<file path="config.mk">
export PLATFORM = sky130hd
export DESIGN_NAME = loop_branch_sequencer
export DESIGN_NICKNAME = d
export VERILOG_FILES = /design/src/rtl/loop_branch_sequencer.sv
export SDC_FILE = /design/constraint.sdc
export NUM_CORES = 1
export LEC_CHECK = 0
export BUFFER_PORTS_ARGS = -buffer_cell sky130_fd_sc_hd__buf_4
export CAP_MARGIN = 20
export CORE_AREA = 2 2 66 131
export DETAILED_ROUTE_END_ITERATION = 8
export DIE_AREA = 0 0 68 133
export GPL_ROUTABILITY_DRIVEN = 0
export PLACE_DENSITY = 0.69
export SYNTH_ARGS = -nofsm -noshare
export SYNTH_HDL_FRONTEND = slang
export SYNTH_SLANG_ARGS = --single-unit
</file>
<file path="constraint.sdc">
create_clock -name clk -period 5.4 [get_ports clk]
set_clock_uncertainty 0.2 [all_clocks]
set_input_delay 1.08 -clock clk [delete_from_list [all_inputs] [get_ports clk]]
set_output_delay 1.08 -clock clk [all_outputs]
set_load 0.005 [all_outputs]
</file>
<file path="src/rtl/loop_branch_sequencer.sv">
// Loop/branch issue sequencer: fetches 9-bit counter/branch ops over valid/ready,
// executes them against a 4-entry loop-counter file and an 8-bit PC.
module loop_branch_sequencer #(
   parameter logic [7:0] RESET_PC  = 8'h00,
   parameter int         ZERO_JUMP = 16,
   parameter int         TIMEOUT   = 15
) (
   input  logic       clk,
   input  logic       reset,
   input  logic       start,
   output logic [7:0] instr_addr,
   input  logic       instr_valid,
   output logic       instr_ready,
   input  logic [8:0] instr,
   input  logic       wr_en,
   input  logic [1:0] wr_idx,
   input  logic [7:0] wr_data,
   input  logic [1:0] rd_idx,
   output logic [7:0] rd_data,
   output logic       busy,
   output logic       done,
   output logic       fault
);

   typedef enum logic [1:0] {IDLE, FETCH, EXEC, DONE} state_t;

   typedef struct packed {
      logic [2:0] op;
      logic [1:0] idx;
      logic [2:0] v;
   } instr_t;

   localparam logic [2:0] OP_INCR = 3'b001;
   localparam logic [2:0] OP_DECR = 3'b010;
   localparam logic [2:0] OP_JIZR = 3'b011;
   localparam logic [2:0] OP_JNZR = 3'b100;
   localparam logic [2:0] OP_HALT = 3'b111;

   localparam logic [7:0] ZJ      = ZERO_JUMP[7:0];
   localparam logic [3:0] TO_LAST = 4'(TIMEOUT - 1);

   state_t          state, state_n;
   logic [7:0]      pc;
   logic [3:0][7:0] regs;
   instr_t          ir;
   logic [3:0]      wcnt;
   logic            fault_q;

   // Bit 0 of the instruction word is reserved and deliberately not decoded.
   logic unused_rsvd;
   assign unused_rsvd = instr[0];

   // EXEC datapath: branch condition reads the register before any update.
   logic [7:0] r_cur, offset, pc_nx, reg_nx;
   logic       reg_wr;

   always_comb begin
      r_cur  = regs[ir.idx];
      offset = (ir.v != 3'd0) ? {4'b0000, ir.v, 1'b0} : ZJ;
      pc_nx  = pc + 8'd1;
      reg_nx = r_cur;
      reg_wr = 1'b0;
      case (ir.op)
         OP_INCR: begin reg_nx = r_cur + 8'd1; reg_wr = 1'b1; end
         OP_DECR: begin reg_nx = r_cur - 8'd1; reg_wr = 1'b1; end
         OP_JIZR: if (r_cur == 8'd0) pc_nx = pc + offset;
         OP_JNZR: if (r_cur != 8'd0) pc_nx = pc + offset;
         OP_HALT: pc_nx = pc;
         default: ;
      endcase
   end

   always_comb begin
      state_n = state;
      case (state)
         IDLE, DONE: if (start) state_n = FETCH;
         FETCH: begin
            if (instr_valid)          state_n = EXEC;
            else if (wcnt == TO_LAST) state_n = DONE;
         end
         EXEC:    state_n = (ir.op == OP_HALT) ? DONE : FETCH;
         default: state_n = IDLE;
      endcase
   end

   always_ff @(posedge clk or posedge reset) begin
      if (reset) state <= IDLE;
      else       state <= state_n;
   end

   always_ff @(posedge clk or posedge reset) begin
      if (reset) begin
         pc      <= RESET_PC;
         regs    <= '0;
         ir      <= '0;
         wcnt    <= '0;
         fault_q <= 1'b0;
      end else begin
         case (state)
            IDLE, DONE: begin
               // start takes priority; a same-cycle host write is dropped
               if (start) begin
                  pc      <= RESET_PC;
                  fault_q <= 1'b0;
                  wcnt    <= '0;
               end else if (wr_en) begin
                  regs[wr_idx] <= wr_data;
               end
            end
            FETCH: begin
               if (instr_valid) begin
                  ir <= instr_t'(instr[8:1]);
               end else begin
                  wcnt <= wcnt + 4'd1;
                  if (wcnt == TO_LAST) fault_q <= 1'b1;
               end
            end
            EXEC: begin
               pc   <= pc_nx;
               wcnt <= '0;
               if (reg_wr) regs[ir.idx] <= reg_nx;
            end
            default: ;
         endcase
      end
   end

   assign instr_addr  = pc;
   assign instr_ready = (state == FETCH);
   assign busy        = (state == FETCH) || (state == EXEC);
   assign done        = (state == DONE);
   assign fault       = fault_q;
   assign rd_data     = regs[rd_idx];

endmodule

</file>
==> impl_metrics.toml <==
[placed_design]
place_area_mm2 = 0.004334
io_buffers = 44
hpwl_mm = 6.892

[layout]
stdcell_area_mm2 = 0.004479
antenna_cells = 0
regArea_mm2 = 0.001376
fill_cells = 764
nNetsFinal = 490
multi_input_area_mm2 = 0.002411
area_growth_pct = 13.58
drive_gt1_share_pct = 20.81

[yosys]
syn_avg_cell_area_um2 = 9.526
synth_top_family_by_area = "compound AO/OA/AOI/OAI gates"
yosys_register_bits = 55
ys_types = 59
synth_most_common_cell = "dfrtp_1"
synth_adder_area_share_pct = 6.091
yosys_warnings = 0
ys_top_cells_by_count = "55 x dfrtp_1, 54 x nand2_1, 36 x o21ai_0, 19 x nor2_1, 18 x clkbuf_1"
synth.area.mux_share_pct = 13.52
synth_area_leaders = "dfrtp_1 35%, mux4_2 9.1%, nand2_1 5.1%, ha_1 5.1%, o21ai_0 4.6%"
synth-main-ff-cell = "dfrtp_1"
yosysTopAreaCell = "dfrtp_1"
async_flop_share_pct = 100.0
synth_top_area_share_pct = 34.90
syn_area_mm2 = 0.003944
synth-compound-area-share_pct = 21.76
synth-edff-count = 0
ys_seq_area_share_pct = 34.90
synth_xor_xnor_area_share_pct = 1.555
syn-num-nets = 458
yosys.area_share.simple_pct = 18.21
synthCells = 414

[grt]
grt_pass1_wl_mm = 16.17
grt_antenna_before_repair = 0
grt_pass1_vias = 3314
overflow = 0
grt_usage_pct = 23.58
grt_max_degree = 36

[drt]
dr.pass1.iters = 4
via_count = 3379
ant_nets = 0
drt-initial-drc-count = 252
drc_errors = 0
vias_per_cell = 6.200
wl_per_cell_um = 18.14
drt_wl_total_mm = 9.885

[pwr]
p_per_area_mw_per_mm2 = 544.4
ir_drop_mv = 0.3007
p_leak_uw = 0.001981

[timing]
rsz0062_at_grt = "false"
tightest_slew_ns = 0.8910
fin_setup_tns_ns = 0
min_period_ns = 3.783
period_share_pct = 70.06
hold_viol = 0
relSlewSlack_pct = 40.60
slew_violations = 0
setup-violations-final = 0
fmaxAchievable_mhz = 264.3

[clocking]
clkLatencyLatePin_ns = 0.31
cts_buffer_depth = 2
root_buffer = "clkbuf_16"
ctsHoldBuffers = 0
cts_sinks = 55
htree_levels = 2
cts_setup_buffers = 0
cts_made_buffers = 5
cts_tree = "done"
cts.clk_slew.worst_paths_ns = 0.08
cts_resized = 0

[floorplan]
dieArea_mm2 = 0.009044
start_util_pct = 48.60
rows = 47
io_pins = 46
die_w_um = 68
coreArea_mm2 = 0.008115
die_h_um = 133

[setup_path]
end_kind = "register"
worstPathArrival_ns = 3.78
worstSetupPathType = "reg -> reg"
cp-start-kind = "register"
crit_required_ns = 5.40
critPathMaxFanout = 17

[job]
cap_violations = 0

[run_status]
outcome = "finished clean"

[min_path]
hold_class = "reg -> reg"
-- routing by layer --
| metal | track usage (%) | share of wire (%) | routed length (um) |
|---|---|---|---|
| met1 | 33.02 | 44 | 4345 |
| met2 | 36.46 | 49 | 4804 |
| met3 | 3.486 | 5.0 | 495 |
| met4 | 8.667 | 2.4 | 240 |
| met5 | 0 | 0 | 0 |
-- layout by cell type (no fill, tap or decap), types with 5 or more instances in the layout --
master and count:
o22a_1 14, a22o_1 7, mux2i_1 6, nand2_1 54
nor2b_1 6, nor2_1 19, buf_4 50, dfrtp_1 55
o22ai_1 5, nor3b_1 5, inv_1 12, nand3_1 7
a21oi_1 15, xnor2_1 5, clkbuf_16 5, o31ai_1 5
ha_1 16, nand2b_1 14, a21o_1 10, mux2_2 9
mux4_2 16, o21ai_0 36
-- kinds of logic after synthesis --
group	after synthesis
adder cells (fa/ha/maj)	18
AND/OR/NAND/NOR	137
buffers and inverters	38
AO/OA/AOI/OAI	127
XOR/XNOR	7
multiplexers	32
flip-flops	55
-- area by class of cell --
cell class / instances / area share (%)
Inverter: 13 / 1.089
Sequential cell: 55 / 30.73
Tap cell: 98 / 2.737
Clock buffer: 5 / 2.793
Multi-Input combinational cell: 321 / 53.83
Timing Repair Buffer: 50 / 8.380
Clock inverter: 3 / 0.4469
-- stage by stage --
stage               total power (uW)  worst slack (ns)  cells  utilization (%)  hold WS (ns)
finish                          2439             1.617    545            55.20        0.3025
global route                    2642             1.448    545            55.20        0.3417
CTS                             2438             1.649    545            55.20        0.3082
detailed placement              2103             1.649    537            53.41        0.2908
global placement                2079             1.641    537            53.41        0.2777
floorplan                       1734             2.090    414                -        0.2609
-- critical path, stage by stage (launching register included) --
cell and delay [ns]:
dfrtp_1 0.88, mux4_2 0.70, fa_1 0.44, a21o_1 0.18, a21o_1 0.21, a21o_1 0.18
a211oi_1 0.50, o21ai_0 0.18, a22o_1 0.20
-- registers in the layout, indices dropped and copies added, names as in the netlist --
register,cells
instr_addr,8
regs,32
fault,1
state,2
wcnt,4
ir,8
-- report_power, final --
group	total [uW]	switching, uW	internal [uW]
Clock	331	159	172
Combinational	1360	744	617
Sequential	747	190	557
-- worst paths after layout --
check / startpoint / endpoint / slack [ns] / depth (start not counted)
min: regs[24]$_DFFE_PP0P_ / regs[24]$_DFFE_PP0P_ / 0.30 / 2
min in group asynchronous: reset / instr_addr[7]$_DFFE_PP0P_ / 0.60 / 2
max in group asynchronous: reset / ir[3]$_DFFE_PP0P_ / 3.58 / 3
max reg2reg: ir[4]$_DFFE_PP0P_ / regs[22]$_DFFE_PP0P_ / 1.62 / 8
max: ir[4]$_DFFE_PP0P_ / regs[22]$_DFFE_PP0P_ / 1.62 / 8
min reg2reg: regs[24]$_DFFE_PP0P_ / regs[24]$_DFFE_PP0P_ / 0.30 / 2
Power figures use the tool's default switching activity.
